==> src/rtl/stepper_pkg.sv <==
// Shared definitions for the stepper step/dir pulse generators.
// Holds the sequencer state encoding, default timing constants and width helpers.
package stepper_pkg;

  typedef enum logic [1:0] {
    ST_IDLE  = 2'd0,
    ST_SETUP = 2'd1,
    ST_PULSE = 2'd2,
    ST_GAP   = 2'd3
  } step_state_e;

  // Defaults assume a 25 MHz clk_in: 2 us step high time, 1 us dir-to-step setup.
  localparam int DEFAULT_PULSE_WIDTH = 50;
  localparam int DEFAULT_DIR_SETUP   = 25;

  function automatic int max_int(input int a, input int b);
    return (a > b) ? a : b;
  endfunction

  // Number of bits needed to hold the unsigned value 'value'.
  function automatic int bits_for(input int value);
    return (value < 2) ? 1 : $clog2(value + 1);
  endfunction

endpackage

==> src/rtl/step_pulse_gen.sv <==
// One step/dir channel: issues a counted burst of fixed-width step pulses at a
// programmable rise-to-rise period, with a direction setup delay and clean abort.
module step_pulse_gen
  import stepper_pkg::*;
#(
  parameter int COUNT_WIDTH  = 16,
  parameter int PERIOD_WIDTH = 16,
  parameter int PULSE_WIDTH  = DEFAULT_PULSE_WIDTH,
  parameter int DIR_SETUP    = DEFAULT_DIR_SETUP
) (
  input  logic                    clk_in,
  input  logic                    reset_in,
  input  logic                    start_in,
  input  logic                    abort_in,
  input  logic                    dir_in,
  input  logic [COUNT_WIDTH-1:0]  steps_in,
  input  logic [PERIOD_WIDTH-1:0] period_in,
  output logic                    step_out,
  output logic                    dir_out,
  output logic                    r_busy_out,
  output logic                    r_done_out,
  output logic [COUNT_WIDTH-1:0]  r_remaining_out
);

  // The single timer must hold the widest of: an unclamped period (one bit wider
  // than period_in so the 2*PULSE_WIDTH floor never truncates), and DIR_SETUP.
  localparam int TIMER_WIDTH = max_int(PERIOD_WIDTH + 1,
                                       max_int(bits_for(2 * PULSE_WIDTH), bits_for(DIR_SETUP)));

  localparam logic [TIMER_WIDTH-1:0] MIN_PERIOD  = TIMER_WIDTH'(2 * PULSE_WIDTH);
  localparam logic [TIMER_WIDTH-1:0] PULSE_TICKS = TIMER_WIDTH'(PULSE_WIDTH);
  localparam logic [TIMER_WIDTH-1:0] PULSE_LOAD  = TIMER_WIDTH'(PULSE_WIDTH - 1);
  localparam logic [TIMER_WIDTH-1:0] SETUP_LOAD  = (DIR_SETUP > 0) ? TIMER_WIDTH'(DIR_SETUP - 1) : '0;
  localparam bit                     SKIP_SETUP  = (DIR_SETUP == 0);

  step_state_e             state_q, state_d;
  logic [TIMER_WIDTH-1:0]  timer_q, timer_d;
  logic [TIMER_WIDTH-1:0]  period_q, period_d;
  logic [COUNT_WIDTH-1:0]  remaining_q, remaining_d;
  logic                    dir_q, dir_d;
  logic                    busy_q, busy_d;
  logic                    done_q, done_d;
  logic                    step_q, step_d;
  logic                    abort_pend_q, abort_pend_d;

  logic [TIMER_WIDTH-1:0]  period_ext;
  logic [TIMER_WIDTH-1:0]  gap_load;
  logic [COUNT_WIDTH-1:0]  remaining_dec;
  logic                    timer_expired;

  assign period_ext    = TIMER_WIDTH'(period_in);
  // Timer is loaded with N-1 so a phase lasts N cycles; GAP fills the rest of the period.
  assign gap_load      = period_q - PULSE_TICKS - TIMER_WIDTH'(1);
  assign remaining_dec = remaining_q - COUNT_WIDTH'(1);
  assign timer_expired = (timer_q == '0);

  // NOTE: every signal assigned in this block gets a default first, so no path
  // leaves one unassigned and no latch is inferred.
  always_comb begin
    state_d      = state_q;
    timer_d      = timer_q;
    period_d     = period_q;
    remaining_d  = remaining_q;
    dir_d        = dir_q;
    done_d       = 1'b0;
    abort_pend_d = abort_pend_q;

    unique case (state_q)
      ST_IDLE: begin
        abort_pend_d = 1'b0;
        if (!abort_in && start_in) begin
          if (steps_in == '0) begin
            done_d = 1'b1;
          end else begin
            dir_d       = dir_in;
            remaining_d = steps_in;
            period_d    = (period_ext > MIN_PERIOD) ? period_ext : MIN_PERIOD;
            if (SKIP_SETUP) begin
              state_d = ST_PULSE;
              timer_d = PULSE_LOAD;
            end else begin
              state_d = ST_SETUP;
              timer_d = SETUP_LOAD;
            end
          end
        end
      end

      ST_SETUP: begin
        if (abort_in) begin
          state_d = ST_IDLE;
          done_d  = 1'b1;
        end else if (timer_expired) begin
          state_d = ST_PULSE;
          timer_d = PULSE_LOAD;
        end else begin
          timer_d = timer_q - TIMER_WIDTH'(1);
        end
      end

      ST_PULSE: begin
        // An abort during the pulse is remembered so the pulse is never cut short.
        abort_pend_d = abort_pend_q | abort_in;
        if (timer_expired) begin
          remaining_d = remaining_dec;
          if (remaining_dec == '0 || abort_pend_d) begin
            state_d = ST_IDLE;
            done_d  = 1'b1;
          end else begin
            state_d = ST_GAP;
            timer_d = gap_load;
          end
        end else begin
          timer_d = timer_q - TIMER_WIDTH'(1);
        end
      end

      ST_GAP: begin
        if (abort_in) begin
          state_d = ST_IDLE;
          done_d  = 1'b1;
        end else if (timer_expired) begin
          state_d = ST_PULSE;
          timer_d = PULSE_LOAD;
        end else begin
          timer_d = timer_q - TIMER_WIDTH'(1);
        end
      end

      default: begin
        state_d = ST_IDLE;
      end
    endcase

    // Outputs are decoded from the next state so they leave the chip registered.
    step_d = (state_d == ST_PULSE);
    busy_d = (state_d != ST_IDLE);
  end

  // NOTE: sequential state uses non-blocking assignments only, so every flop
  // samples the pre-edge values regardless of statement order.
  always_ff @(posedge clk_in or posedge reset_in) begin
    if (reset_in) begin
      state_q      <= ST_IDLE;
      timer_q      <= '0;
      period_q     <= '0;
      remaining_q  <= '0;
      dir_q        <= 1'b0;
      busy_q       <= 1'b0;
      done_q       <= 1'b0;
      step_q       <= 1'b0;
      abort_pend_q <= 1'b0;
    end else begin
      state_q      <= state_d;
      timer_q      <= timer_d;
      period_q     <= period_d;
      remaining_q  <= remaining_d;
      dir_q        <= dir_d;
      busy_q       <= busy_d;
      done_q       <= done_d;
      step_q       <= step_d;
      abort_pend_q <= abort_pend_d;
    end
  end

  assign step_out        = step_q;
  assign dir_out         = dir_q;
  assign r_busy_out      = busy_q;
  assign r_done_out      = done_q;
  assign r_remaining_out = remaining_q;

endmodule

==> config.mk <==
export PLATFORM = sky130hd
export DESIGN_NAME = step_pulse_gen
export DESIGN_NICKNAME = d
export VERILOG_FILES = /design/src/rtl/stepper_pkg.sv /design/src/rtl/step_pulse_gen.sv
export SDC_FILE = /design/constraint.sdc
export NUM_CORES = 1
export LEC_CHECK = 0
export BUFFER_PORTS_ARGS = -buffer_cell sky130_fd_sc_hd__buf_2
export CAP_MARGIN = 40
export CELL_PAD_IN_SITES_DETAIL_PLACEMENT = 0
export CELL_PAD_IN_SITES_GLOBAL_PLACEMENT = 1
export CORE_UTILIZATION = 43
export DETAILED_ROUTE_END_ITERATION = 10
export PLACE_DENSITY_LB_ADDON = 0.1
export SLEW_MARGIN = 30
export SYNTH_ARGS = -nofsm -noshare
export SYNTH_HDL_FRONTEND = slang
export SYNTH_SLANG_ARGS = --single-unit
==> constraint.sdc <==
create_clock -name clk_in -period 2.8 [get_ports clk_in]
set_input_delay 0.14 -clock clk_in [delete_from_list [all_inputs] [get_ports clk_in]]
set_output_delay 0.14 -clock clk_in [all_outputs]
set_load 0.01 [all_outputs]
Word level (Yosys, flattened, before mapping)
Index checks and enable logic that the tools add are counted.
{ "totals": {"word_cells": 64, "register_bits": 57} }
{ "classes": {"n_bitwise": 2, "n_mux": 26, "n_lt_le_gt_ge": 1, "n_addsub": 4, "eq_ne": 9, "n_reduce_logical": 13} }
{ "ops": {"columns": ["cell", "count"], "rows": [
  ["$mux W17", 6],
  ["$mux W16", 4],
  ["$pmux W17 S3", 1],
  ["$sub A17 B1 Y17 const B", 2],
  ["$logic_not A16 Y1", 2],
  ["$pmux W16 S2", 1],
  ["$logic_not A17 Y1", 1],
  ["$sub A17 B6 Y17 const B", 1],
  ["$gt A16 B7 Y1 const B", 1],
  ["$sub A16 B1 Y16 const B", 1],
  ["$mux W2", 6],
  ["$ne A2 B2 Y1 const B", 4],
  ["$reduce_and A4 Y1", 2],
  ["$eq A2 B2 Y1 const B", 3],
  ["$pmux W2 S3", 1],
  ["$mux W1", 5],
  ["$reduce_bool A2 Y1", 2],
  ["$ne A3 B3 Y1 const B", 1],
  ["$pmux W1 S3", 1],
  ["$reduce_and A3 Y1", 1],
  ["$eq A2 B1 Y1 const B", 1],
  ["$logic_not A2 Y1", 1],
  ["$pmux W1 S2", 1],
  ["$reduce_or A2 Y1", 1],
  ["other kinds (5)", 5]
]} }

Longest topological paths before layout
{ "logic_depth": {"ltp_word": 7, "ltp_mapped": 10, "mapped_depth_nobuf": 9} }

Least setup slack after synthesis
No wires, ideal clock.
{ "synth_timing": {"path_type": "register to register", "start": "register remaining_q[0] (netlist: r_remaining_out[0])", "end": "register timer_q[5]", "arrival_ps": 2211, "path_stages_with_launch": 9, "slack_ps": 468, "cell_sequence": "dfrtp_1 -> inv_1 -> ha_1 -> nor3b_4 -> a21boi_2 -> a2111oi_4 -> nor2_2 -> a31o_1 -> a32o_1"} }
{ "synth_via": {"elab_chain_len": 5} }
{ "synth_rtl": {"columns": ["element", "line", "source"], "rows": [
  ["start, declared", "step_pulse_gen.sv:39", "logic [COUNT_WIDTH-1:0] remaining_q, remaining_d;"],
  ["start signal, assigned", "step_pulse_gen.sv:157", "remaining_q <= remaining_d;"],
  ["$sub A16 B1 Y16", "step_pulse_gen.sv:54", "assign remaining_dec = remaining_q - COUNT_WIDTH'(1);"],
  ["$logic_not A16 Y1", "step_pulse_gen.sv:106", "if (remaining_dec == '0 || abort_pend_d) begin"],
  ["$logic_or A1 B1 Y1", "step_pulse_gen.sv:106", null],
  ["$ne A3 B3 Y1 (no source line)", null, null],
  ["$reduce_and A4 Y1 (no source line)", null, null],
  ["end signal, assigned", "step_pulse_gen.sv:155", "timer_q <= timer_d;"],
  ["end, declared", "step_pulse_gen.sv:37", "logic [TIMER_WIDTH-1:0] timer_q, timer_d;"]
]} }
No other way between the ends.
A chain may end at the register's enable or synchronous reset.

Worst setup path after layout
{ "layout_timing": {"start": "register remaining_q[7] (netlist: r_remaining_out[7])", "end": "register timer_q[3]"} }
Same word-level chain as after synthesis.

==> run metrics <==
RSZ-0062 raised after global routing=false; Hold Path Class=input port to flip-flop; post-DP HPWL=7590 um; number of synthesized flops with an enable pin=0; Hold Violations, Final=0; IO Count=57; Top FF cell, synth=dfrtp_1; Synth Warn #=0; total grt overflow=0; clock insertion delay at the later pin of the skew report=320 ps; post-synth top area cell=dfrtp_1; post-route antenna net violation count=0; element type at the critical path start=flip-flop; CP Capture Type=flip-flop; Peak VDD IR=0.276 mV; Critical Path, Cell by Cell=nor4_1 -> nand4_1 -> a2111oi_4 -> buf_4 -> nor4_4 -> buf_4 -> nor2_4 -> inv_1 -> a22o_1; via count=3388; Worst Path Max Fanout=9; antenna cells=0; multi-input logic area=2010 sq um; root buffer cell=clkbuf_8; CTS resizes=0; CP peak stage delay=540 ps; most frequent cells in the layout=56 x dfrtp_1, 56 x buf_2, 42 x nor2_1, 37 x o21ai_0, 28 x a21oi_1; fill cell count=780; Placer Congestion=0.880; DRT Pass-1 Iters=5; WHS=45.6 ps; drc violations=0; sequential-to-total area share from yosys stat=0.395; clock slew at reported path FFs=110 ps; f_max=378 MHz; Mapped Nets=437; post-route minimum period=2650 ps; WL/cell=17.9 um; Worst Path Required=3010 ps; Worst-Margin Slew=644 ps; vias in the first global route=3120; Buffers on Ports=56; Max-slew headroom=0.571; max-slew violation count=0; first-pass GRT wire length=16700 um; Power Density=554 nW/um^2; top post-synthesis cells by area=dfrtp_1 40%, o21ai_0 5.2%, nor2_1 4.4%; Static Leak=1.76 nW; Layout area overhead=17.0%; Crit path max-delay family=simple AND/OR/NAND/NOR gates; Yosys top cell area share=0.395; Sink Count=56; chip width=92.8 um; Longest Clk Path Bufs=2; Design Area, Final=4150 sq um; Tcrit/Tclk final=0.945; final WL=10100 um; layout cell share with drive strength beyond 1=0.241; setup_tns=0 ps; DR iter-0 viols=279; CTS buffer count=5; final net count=505; core box area=7850 sq um; die height=92.8 um; Post-Synthesis Cell Area=3540 sq um; Buf/Inv on CP=3; Initial Util=0.452; count of cell types in the netlist=64; Data arrival, critical path=2850 ps; GRT Overall Usage=0.247; Via density=5.98; syn avg cell area=8.95 sq um; Tot Pwr=2.30 mW; CTS tree=done; Row Count=32; clk_skew=13.1 ps; WS Path Type=flip-flop to flip-flop; endpoints failing setup=0; MaxCap Viol Count=0; CP dominant cell by count=buf_4; post-synthesis cell count=396; die area=8610 sq um; initial antenna violation count=0; H-tree level count=2; Synth Register Bits=56; Post-DP Area=4020 sq um; Slowest-stage cell, CP=nor4_1; status=completed; largest net degree at the start of global routing=28; async set or reset register ratio after synthesis=1.00; register area=1400 sq um
-- synthesized netlist by cell type (all sizes together), types with 2 or more instances --
cell type / number
o22a: 3
o31ai: 2
a31o: 2
xnor2: 8
o311ai: 2
nand4: 3
o21ai: 42
nor2: 45
mux2: 9
inv: 15
nor2b: 3
or3: 5
xor2: 7
a31oi: 7
nor3: 21
a22o: 9
a21boi: 2
a32oi: 5
nand4b: 2
nand3: 10
o22ai: 6
clkbuf: 11
o32ai: 3
nor4: 15
a211oi: 2
nand2: 23
a22oi: 6
buf: 6
dfrtp: 56
a21oi: 28
o2bb2ai: 12
or4: 2
ha: 4
and3: 3
nor4b: 2
-- where the power goes --
group	switching, mW	total [mW]	internal [mW]	leakage, nW
sequential	0.179	1.12	0.937	0.699
combinational	0.384	0.694	0.310	1.02
clock	0.285	0.487	0.202	0.0445
total	0.849	2.30	1.45	1.76
-- cell type report --
type	count	share of cell area
well taps	102	0.0308
clock inverters	1	0.00181
flip-flops and latches	56	0.338
inverters	15	0.0136
clock buffers	7	0.0208
multi-input cells	308	0.484
repair buffers	78	0.111
-- state kept, by name, indices dropped and copies added (netlist names), 2 cells and up --
register and flops:
period_q 16, state_q 2, timer_q 17, r_remaining_out 16
-- through the flow --
stage	setup WS, ps	instances	utilization
detailed placement	206	555	0.513
finish	154	567	0.529
global placement	251	554	0.510
floorplan	468	396	-
CTS	175	564	0.526
global route	1.27	567	0.529
-- logic make-up after synthesis --
kind of cell,share of synthesized area
AO/OA/AOI/OAI,0.273
AND/OR/NAND/NOR,0.214
flip-flops,0.395
buffers and inverters,0.0378
XOR/XNOR,0.0371
multiplexers,0.0286
adder cells (fa/ha/maj),0.0141
-- routing by layer --
metal	GRT usage	wire length, um	up-vias
li1	-	-	1632
met1	0.379	4990	1622
met2	0.366	4490	126
met3	0.0353	575	8
met4	0.0551	82	0
met5	0	0	-
-- worst register-to-register path, cell delays in order (launching register included) --
cell and delay (ps):
dfrtp_1 470, nor4_1 540, nand4_1 230, a2111oi_4 350
buf_4 190, nor4_4 70, buf_4 200, nor2_4 160
inv_1 110, a22o_1 210
-- timing repair --
action | CTS | global route
setup endpoints to repair | 0 | 3
hold buffers | 1 | 0
endpoints found under the hold margin | 8 | 0
setup buffers | 0 | 2
-- path summary, 6_finish.rpt --
path | from | to | slack [ps] | cells after the start
worst max-delay path | r_remaining_out[7] | timer_q[3] | 150 | 9
worst max register to register | r_remaining_out[7] | timer_q[3] | 150 | 9
max in group asynchronous | reset_in | timer_q[0] | 1880 | 5
min in group asynchronous | reset_in | r_remaining_out[2] | 280 | 3
worst min register to register | timer_q[15] | timer_q[15] | 520 | 1
worst min-delay path | period_in[10] | period_q[10] | 50 | 2
Power figures use the tool's default switching activity.
